`config.mk`:
```
export PLATFORM = sky130hd
export DESIGN_NAME = control_sequencer_flat
export DESIGN_NICKNAME = d
export VERILOG_FILES = /design/src/rtl/ctrl_pkg.sv /design/src/rtl/control_sequencer_if.sv /design/src/rtl/ctrl_decode_comb.sv /design/src/rtl/control_sequencer.sv /design/src/flat_wrapper.sv
export SDC_FILE = /design/constraint.sdc
export NUM_CORES = 1
export LEC_CHECK = 0
export CAP_MARGIN = 10
export CORE_UTILIZATION = 52
export CTS_BUF_LIST = sky130_fd_sc_hd__clkbuf_2 sky130_fd_sc_hd__clkbuf_4 sky130_fd_sc_hd__clkbuf_8
export DETAILED_ROUTE_END_ITERATION = 12
export MAX_ROUTING_LAYER = met4
export PLACE_DENSITY = 0.95
export SETUP_SLACK_MARGIN = 0.2
export SYNTH_ARGS = -nofsm -noshare
export SYNTH_HDL_FRONTEND = slang
export SYNTH_SLANG_ARGS = --single-unit
```
`constraint.sdc`:
```
create_clock -name clk -period 4.85 [get_ports clk]
set_input_delay 0.97 -clock clk [delete_from_list [all_inputs] [get_ports clk]]
set_output_delay 0.97 -clock clk [all_outputs]
set_load 0.03 [all_outputs]
```
`src/rtl/ctrl_pkg.sv`:
```
// Shared types for the control sequencer: instruction classes, FSM states and the
// registered control bundle.
package ctrl_pkg;

  localparam int unsigned AluOpW = 3;

  typedef enum logic [1:0] {
    TypeAlu    = 2'b00,
    TypeBranch = 2'b01,
    TypeImm    = 2'b10,
    TypeMem    = 2'b11
  } instr_type_e;

  typedef enum logic [1:0] {
    StIssue   = 2'b00,
    StMemWait = 2'b01,
    StBubble  = 2'b10
  } seq_state_e;

  typedef struct packed {
    logic              branch;
    logic              write_reg;
    logic              mem_to_reg;
    logic              mem_read;
    logic              mem_write;
    logic              use_immediate;
    logic [AluOpW-1:0] alu_op;
  } ctrl_t;

endpackage

```
`src/rtl/control_sequencer_if.sv`:
```
// Fetch-side handshake plus the registered control bundle seen by execute/memory.
interface control_sequencer_if #(
  parameter int unsigned INSTR_W  = 9,
  parameter int unsigned ALU_OP_W = 3,
  parameter int unsigned COUNT_W  = 16
) ();

  logic                instr_valid;
  logic [INSTR_W-1:0]  instr;
  logic                instr_ready;
  logic                flush;
  logic                mem_done;
  logic                ctrl_valid;
  logic                branch;
  logic                write_reg;
  logic                mem_to_reg;
  logic                mem_read;
  logic                mem_write;
  logic                use_immediate;
  logic [ALU_OP_W-1:0] alu_op;
  logic                mem_err;
  logic                busy;
  logic [COUNT_W-1:0]  issued_count;

  modport master (
    output instr_valid, instr, flush, mem_done,
    input  instr_ready, ctrl_valid, branch, write_reg, mem_to_reg, mem_read, mem_write,
           use_immediate, alu_op, mem_err, busy, issued_count
  );

  modport slave (
    input  instr_valid, instr, flush, mem_done,
    output instr_ready, ctrl_valid, branch, write_reg, mem_to_reg, mem_read, mem_write,
           use_immediate, alu_op, mem_err, busy, issued_count
  );

endinterface

```
`src/rtl/ctrl_decode_comb.sv`:
```
// Purely combinational instruction -> control bundle mapping.
module ctrl_decode_comb
  import ctrl_pkg::*;
#(
  parameter int unsigned INSTR_W = 9
) (
  input  logic [INSTR_W-1:0] instr,
  output ctrl_t              ctrl
);

  instr_type_e itype;
  logic        rw;

  assign itype = instr_type_e'(instr[INSTR_W-1 -: 2]);
  assign rw    = instr[INSTR_W-3];

  always_comb begin
    ctrl = '0;
    unique case (itype)
      TypeAlu: begin
        ctrl.alu_op    = AluOpW'(1);
        ctrl.write_reg = 1'b1;
      end
      TypeBranch: begin
        ctrl.alu_op = AluOpW'(1);
        ctrl.branch = 1'b1;
      end
      TypeImm: begin
        ctrl.alu_op        = AluOpW'(1);
        ctrl.write_reg     = 1'b1;
        ctrl.use_immediate = 1'b1;
      end
      TypeMem: begin
        if (rw) begin
          ctrl.mem_write = 1'b1;
        end else begin
          ctrl.mem_read   = 1'b1;
          ctrl.write_reg  = 1'b1;
          ctrl.mem_to_reg = 1'b1;
        end
      end
      default: ctrl = '0;
    endcase
  end

  // Operand bits below the class/rw fields do not affect control.
  if (INSTR_W > 3) begin : g_unused
    logic unused_operand;
    assign unused_operand = ^instr[INSTR_W-4:0];
  end

endmodule

```
`src/rtl/control_sequencer.sv`:
```
// Registered control sequencer: decodes accepted instructions one cycle later, holds memory
// ops until completion or timeout, and stalls fetch for a fixed bubble after each branch.
module control_sequencer
  import ctrl_pkg::*;
#(
  parameter int unsigned INSTR_W        = 9,
  parameter int unsigned ALU_OP_W       = 3,
  parameter int unsigned BRANCH_BUBBLES = 2,
  parameter int unsigned MEM_TIMEOUT    = 4,
  parameter int unsigned COUNT_W        = 16
) (
  input logic                clk,
  input logic                rst_n,
  control_sequencer_if.slave bus
);

  localparam int unsigned TmoW = $clog2(MEM_TIMEOUT + 1);
  localparam int unsigned BubW = (BRANCH_BUBBLES > 0) ? $clog2(BRANCH_BUBBLES + 1) : 1;

  seq_state_e         state_q;
  ctrl_t              ctrl_q;
  ctrl_t              dec;
  logic               ctrl_valid_q;
  logic               mem_err_q;
  logic [TmoW-1:0]    tmo_q;
  logic [BubW-1:0]    bub_q;
  logic [COUNT_W-1:0] issued_q;
  logic               ready;
  logic               accept;
  logic               dec_is_mem;

  ctrl_decode_comb #(
    .INSTR_W (INSTR_W)
  ) u_decode (
    .instr (bus.instr),
    .ctrl  (dec)
  );

  assign ready      = (state_q == StIssue) && !bus.flush;
  assign accept     = bus.instr_valid && ready;
  assign dec_is_mem = dec.mem_read || dec.mem_write;

  always_ff @(posedge clk or negedge rst_n) begin
    if (!rst_n) begin
      state_q      <= StIssue;
      ctrl_q       <= '0;
      ctrl_valid_q <= 1'b0;
      mem_err_q    <= 1'b0;
      tmo_q        <= '0;
      bub_q        <= '0;
      issued_q     <= '0;
    end else begin
      mem_err_q <= 1'b0;
      if (bus.flush) begin
        state_q      <= StIssue;
        ctrl_q       <= '0;
        ctrl_valid_q <= 1'b0;
        tmo_q        <= '0;
        bub_q        <= '0;
      end else begin
        unique case (state_q)
          StIssue: begin
            if (accept) begin
              ctrl_q       <= dec;
              ctrl_valid_q <= 1'b1;
              issued_q     <= issued_q + COUNT_W'(1);
              if (dec_is_mem) begin
                state_q <= StMemWait;
                tmo_q   <= '0;
              end else if (dec.branch && (BRANCH_BUBBLES > 0)) begin
                state_q <= StBubble;
                bub_q   <= BubW'(BRANCH_BUBBLES);
              end
            end else begin
              ctrl_q       <= '0;
              ctrl_valid_q <= 1'b0;
            end
          end
          StMemWait: begin
            // Completion beats a coincident timeout, so mem_err only fires without mem_done.
            if (bus.mem_done || (tmo_q == TmoW'(MEM_TIMEOUT - 1))) begin
              state_q      <= StIssue;
              ctrl_q       <= '0;
              ctrl_valid_q <= 1'b0;
              tmo_q        <= '0;
              mem_err_q    <= !bus.mem_done;
            end else begin
              tmo_q <= tmo_q + TmoW'(1);
            end
          end
          StBubble: begin
            ctrl_q       <= '0;
            ctrl_valid_q <= 1'b0;
            if (bub_q <= BubW'(1)) begin
              state_q <= StIssue;
              bub_q   <= '0;
            end else begin
              bub_q <= bub_q - BubW'(1);
            end
          end
          default: begin
            state_q      <= StIssue;
            ctrl_q       <= '0;
            ctrl_valid_q <= 1'b0;
          end
        endcase
      end
    end
  end

  assign bus.instr_ready   = ready;
  assign bus.busy          = (state_q != StIssue);
  assign bus.ctrl_valid    = ctrl_valid_q;
  assign bus.branch        = ctrl_q.branch;
  assign bus.write_reg     = ctrl_q.write_reg;
  assign bus.mem_to_reg    = ctrl_q.mem_to_reg;
  assign bus.mem_read      = ctrl_q.mem_read;
  assign bus.mem_write     = ctrl_q.mem_write;
  assign bus.use_immediate = ctrl_q.use_immediate;
  assign bus.alu_op        = ALU_OP_W'(ctrl_q.alu_op);
  assign bus.mem_err       = mem_err_q;
  assign bus.issued_count  = issued_q;

endmodule

```
`src/flat_wrapper.sv`:
```
// flat-port wrapper written by rule: the top's interface ports become plain ports
module control_sequencer_flat import ctrl_pkg::*;
#(
  parameter int unsigned INSTR_W        = 9,
  parameter int unsigned ALU_OP_W       = 3,
  parameter int unsigned BRANCH_BUBBLES = 2,
  parameter int unsigned MEM_TIMEOUT    = 4,
  parameter int unsigned COUNT_W        = 16
)
  (clk, rst_n, bus_instr_valid, bus_instr, bus_flush, bus_mem_done, bus_instr_ready, bus_ctrl_valid, bus_branch, bus_write_reg, bus_mem_to_reg, bus_mem_read, bus_mem_write, bus_use_immediate, bus_alu_op, bus_mem_err, bus_busy, bus_issued_count);
  control_sequencer_if #(.INSTR_W(INSTR_W), .ALU_OP_W(ALU_OP_W), .COUNT_W(COUNT_W)) bus_i ();
  input logic clk;
  input logic rst_n;
  input wire logic [$bits(bus_i.instr_valid)-1:0] bus_instr_valid;
  input wire logic [$bits(bus_i.instr)-1:0] bus_instr;
  input wire logic [$bits(bus_i.flush)-1:0] bus_flush;
  input wire logic [$bits(bus_i.mem_done)-1:0] bus_mem_done;
  output wire logic [$bits(bus_i.instr_ready)-1:0] bus_instr_ready;
  output wire logic [$bits(bus_i.ctrl_valid)-1:0] bus_ctrl_valid;
  output wire logic [$bits(bus_i.branch)-1:0] bus_branch;
  output wire logic [$bits(bus_i.write_reg)-1:0] bus_write_reg;
  output wire logic [$bits(bus_i.mem_to_reg)-1:0] bus_mem_to_reg;
  output wire logic [$bits(bus_i.mem_read)-1:0] bus_mem_read;
  output wire logic [$bits(bus_i.mem_write)-1:0] bus_mem_write;
  output wire logic [$bits(bus_i.use_immediate)-1:0] bus_use_immediate;
  output wire logic [$bits(bus_i.alu_op)-1:0] bus_alu_op;
  output wire logic [$bits(bus_i.mem_err)-1:0] bus_mem_err;
  output wire logic [$bits(bus_i.busy)-1:0] bus_busy;
  output wire logic [$bits(bus_i.issued_count)-1:0] bus_issued_count;
  assign bus_i.instr_valid = bus_instr_valid;
  assign bus_i.instr = bus_instr;
  assign bus_i.flush = bus_flush;
  assign bus_i.mem_done = bus_mem_done;
  assign bus_instr_ready = bus_i.instr_ready;
  assign bus_ctrl_valid = bus_i.ctrl_valid;
  assign bus_branch = bus_i.branch;
  assign bus_write_reg = bus_i.write_reg;
  assign bus_mem_to_reg = bus_i.mem_to_reg;
  assign bus_mem_read = bus_i.mem_read;
  assign bus_mem_write = bus_i.mem_write;
  assign bus_use_immediate = bus_i.use_immediate;
  assign bus_alu_op = bus_i.alu_op;
  assign bus_mem_err = bus_i.mem_err;
  assign bus_busy = bus_i.busy;
  assign bus_issued_count = bus_i.issued_count;
  control_sequencer #(.INSTR_W(INSTR_W), .ALU_OP_W(ALU_OP_W), .BRANCH_BUBBLES(BRANCH_BUBBLES), .MEM_TIMEOUT(MEM_TIMEOUT), .COUNT_W(COUNT_W)) u_core (.clk(clk), .rst_n(rst_n), .bus(bus_i));
endmodule
```
==> results.py <==
metrics = {
    "sta": {
        "setup-violations-final": 0,
        "final_hold_viol_count": 0,
        "clock_skew_ps": 12.0,
        "drv_slew": 0,
        "min_period_ps": 3430,
        "period_share_pct": 70.7,
        "finalWorstSetupSlack_ps": 1420,
        "finalSetupTns_ps": 0,
        "tightest_slew_ps": 590,
        "slew_headroom_pct": 60.6,
        "timing.fmax_mhz": 292,
        "rsz0062_at_grt": "false",
    },
    "floorplanning": {
        "initial_utilization_pct": 57.0,
        "core.rowCount": 18,
        "core_area_sq_um": 2540,
        "fp.dieH_um": 54.8,
        "ioPinCount": 43,
        "die_area_sq_um": 3000,
        "fp.dieW_um": 54.8,
    },
    "power_and_ir_drop": {
        "p_total_uw": 713,
        "power.density_nw_per_um2": 385,
        "vdd_drop_max_mv": 0.443,
        "leakagePower_uw": 0.000846,
    },
    "worst_setup_path": {
        "end_kind": "primary output",
        "cp_common_cell": "clkdlybuf4s50_1",
        "start_kind": "primary input",
        "slowest_stage": "clkdlybuf4s50_1",
        "setup.worst_path.class": "primary input to primary output",
        "critPathArrivalTime_ps": 2460,
        "r2r_setup_slack_ps": 2850,
        "critical_path_required_ps": 3880,
        "worstRegToRegCells": 4,
        "cp_max_fo": 8,
        "path_cells": "clkdlybuf4s50_1 -> nor3_1 -> clkdlybuf4s50_1",
        "slowest_delay_ps": 710,
    },
    "finish": {
        "utilization_pct": 72.7,
        "final_cell_mix": "clkdlybuf4s50_1, dfrtp_1, nand2_1",
        "largest_reg_flops": 16,
        "final_layout_size_suffix_gt1_share_pct": 9.52,
        "final_common_cell": "clkdlybuf4s50_1",
        "layout.nets": 184,
        "fillers": 170,
        "seqCellArea_sq_um": 776,
        "multi_input_area_sq_um": 592,
        "syn2layout_area_growth_pct": 27.6,
        "diodes": 0,
    },
    "global_route": {
        "grt_pass1_vias": 954,
        "grt_pass1_wl_um": 4420,
        "antenna_found_initial": 0,
        "grt_max_degree": 32,
        "grt_usage_pct": 23.1,
        "grt_overflow": 0,
    },
    "worst_hold_path": {
        "hold_depth": 1,
        "hold_class": "flop to flop",
    },
    "routing": {
        "wl_per_cell_um": 14.7,
        "wl_met3_um": 170,
        "vias": 1091,
        "first_pass_iters": 4,
        "top_layer": "met4",
        "drtIter0Drc": 31,
        "viasPerCell": 5.51,
        "wirelength_um": 2910,
        "dr_wl_met2_um": 1380,
        "drc": 0,
        "postRouteAntennaNets": 0,
        "met1_length_um": 1280,
    },
    "clocking": {
        "clock-root-buffer": "clkbuf_4",
        "clkLatencyLatePin_ps": 340,
        "cts_tree": "built",
        "clk_pin_slew_ps": 100,
        "clk_path_buf_depth": 2,
        "cts_made_buffers": 5,
        "postCtsSetupBuffers": 0,
        "cts-resized-gates": 0,
        "clock-sinks": 31,
        "cts-htree-levels": 2,
        "holdBufCountCts": 0,
    },
    "logic_synthesis": {
        "synth_flop_cell": "dfrtp_1",
        "ys_types": 36,
        "synth_seq_area_share_pct": 53.5,
        "synthCells": 134,
        "synth_top_cell_by_area": "dfrtp_1",
        "synth_top_cell_area_share_pct": 53.5,
        "synth_seq_cells": 31,
        "synth-edff-count": 0,
        "synth.area.top_cells": "dfrtp_1, xnor2_1, xor2_1",
        "yosysWarningCount": 0,
        "synth.cell_area_sq_um": 1450,
        "synthArstFlopShare_pct": 100,
        "avgSynthCellArea_sq_um": 10.8,
    },
    "run": {
        "cap_violations": 0,
    },
    "place": {
        "pre_cts_slack_ps": 1450,
        "port_buffers": 34,
        "gp_routability_congestion": 0.765,
        "hpwl_um": 2060,
    },
    "outcome": {
        "status": "finished clean",
    },
}
-- synth_stat cells, drive strengths merged, types with 2 or more instances --
master / number
xor2: 7
a22o: 3
nor2: 11
and4: 2
nor3: 6
clkbuf: 3
dfrtp: 31
nand2: 15
nor2b: 2
xnor2: 8
a21oi: 2
buf: 7
and2: 2
nand4: 3
nand3: 8
ha: 3
inv: 3
o21ai: 4
-- worst paths after layout --
| kind | start | endpoint |
|---|---|---|
| worst max-delay path | bus_flush | bus_instr_ready |
| worst min-delay path | u_core.bus.issued_count[15] | u_core.bus.issued_count[15] |
| worst max register to register | u_core.state_q[1] | u_core.bus.issued_count[9] |
| worst min register to register | u_core.bus.issued_count[15] | u_core.bus.issued_count[15] |
| max in group asynchronous | rst_n | u_core.bus.mem_to_reg |
| min in group asynchronous | rst_n | u_core.bus.issued_count[6] |
-- metal layers --
metal	GRT usage (%)	vias up
met3	8.33	11
met1	27.9	521
met5	-	-
met2	34.3	42
li1	-	517
met4	10.3	0
-- logic make-up (layout without fill, tap and decap cells) --
family	Yosys count	count (layout)	share of synthesized area [%]
xor+xnor	15	15	9.06
fa+ha+maj	3	3	2.59
simple gates	56	56	21.2
compound gates	14	14	6.64
other cells	1	2	0.259
flops	31	31	53.5
buf+inv	13	46	5.95
mux	1	1	0.776
-- critical path, delay by kind of cell --
family                 cells  cell delay, ps
AND/OR/NAND/NOR            1             230
buffers and inverters      2            1260
-- per-stage QoR --
step	instance area, sq um	hold slack (ps)	std cells
after floorplan	1450	477	135
after global placement	1760	462	190
after detailed placement	1760	471	190
after CTS	1850	493	198
after global routing	1850	517	198
final	1850	488	198
-- report_power, final --
part	internal, uW	leakage, uW	total (uW)	switching [uW]
Clock	122	0.0000482	214	92.3
Sequential	285	0.000414	322	36.5
Combinational	74.7	0.000384	178	103
Total	482	0.000846	713	232
-- area by class of cell --
type	count	share of cell area (%)
flip-flops and latches	31	41.9
multi-input cells	91	32.0
repair buffers	35	18.8
clock buffers	6	2.77
well taps	30	2.03
clock inverters	2	1.89
inverters	3	0.609
Note: power is estimated with default switching activity, not from simulation.
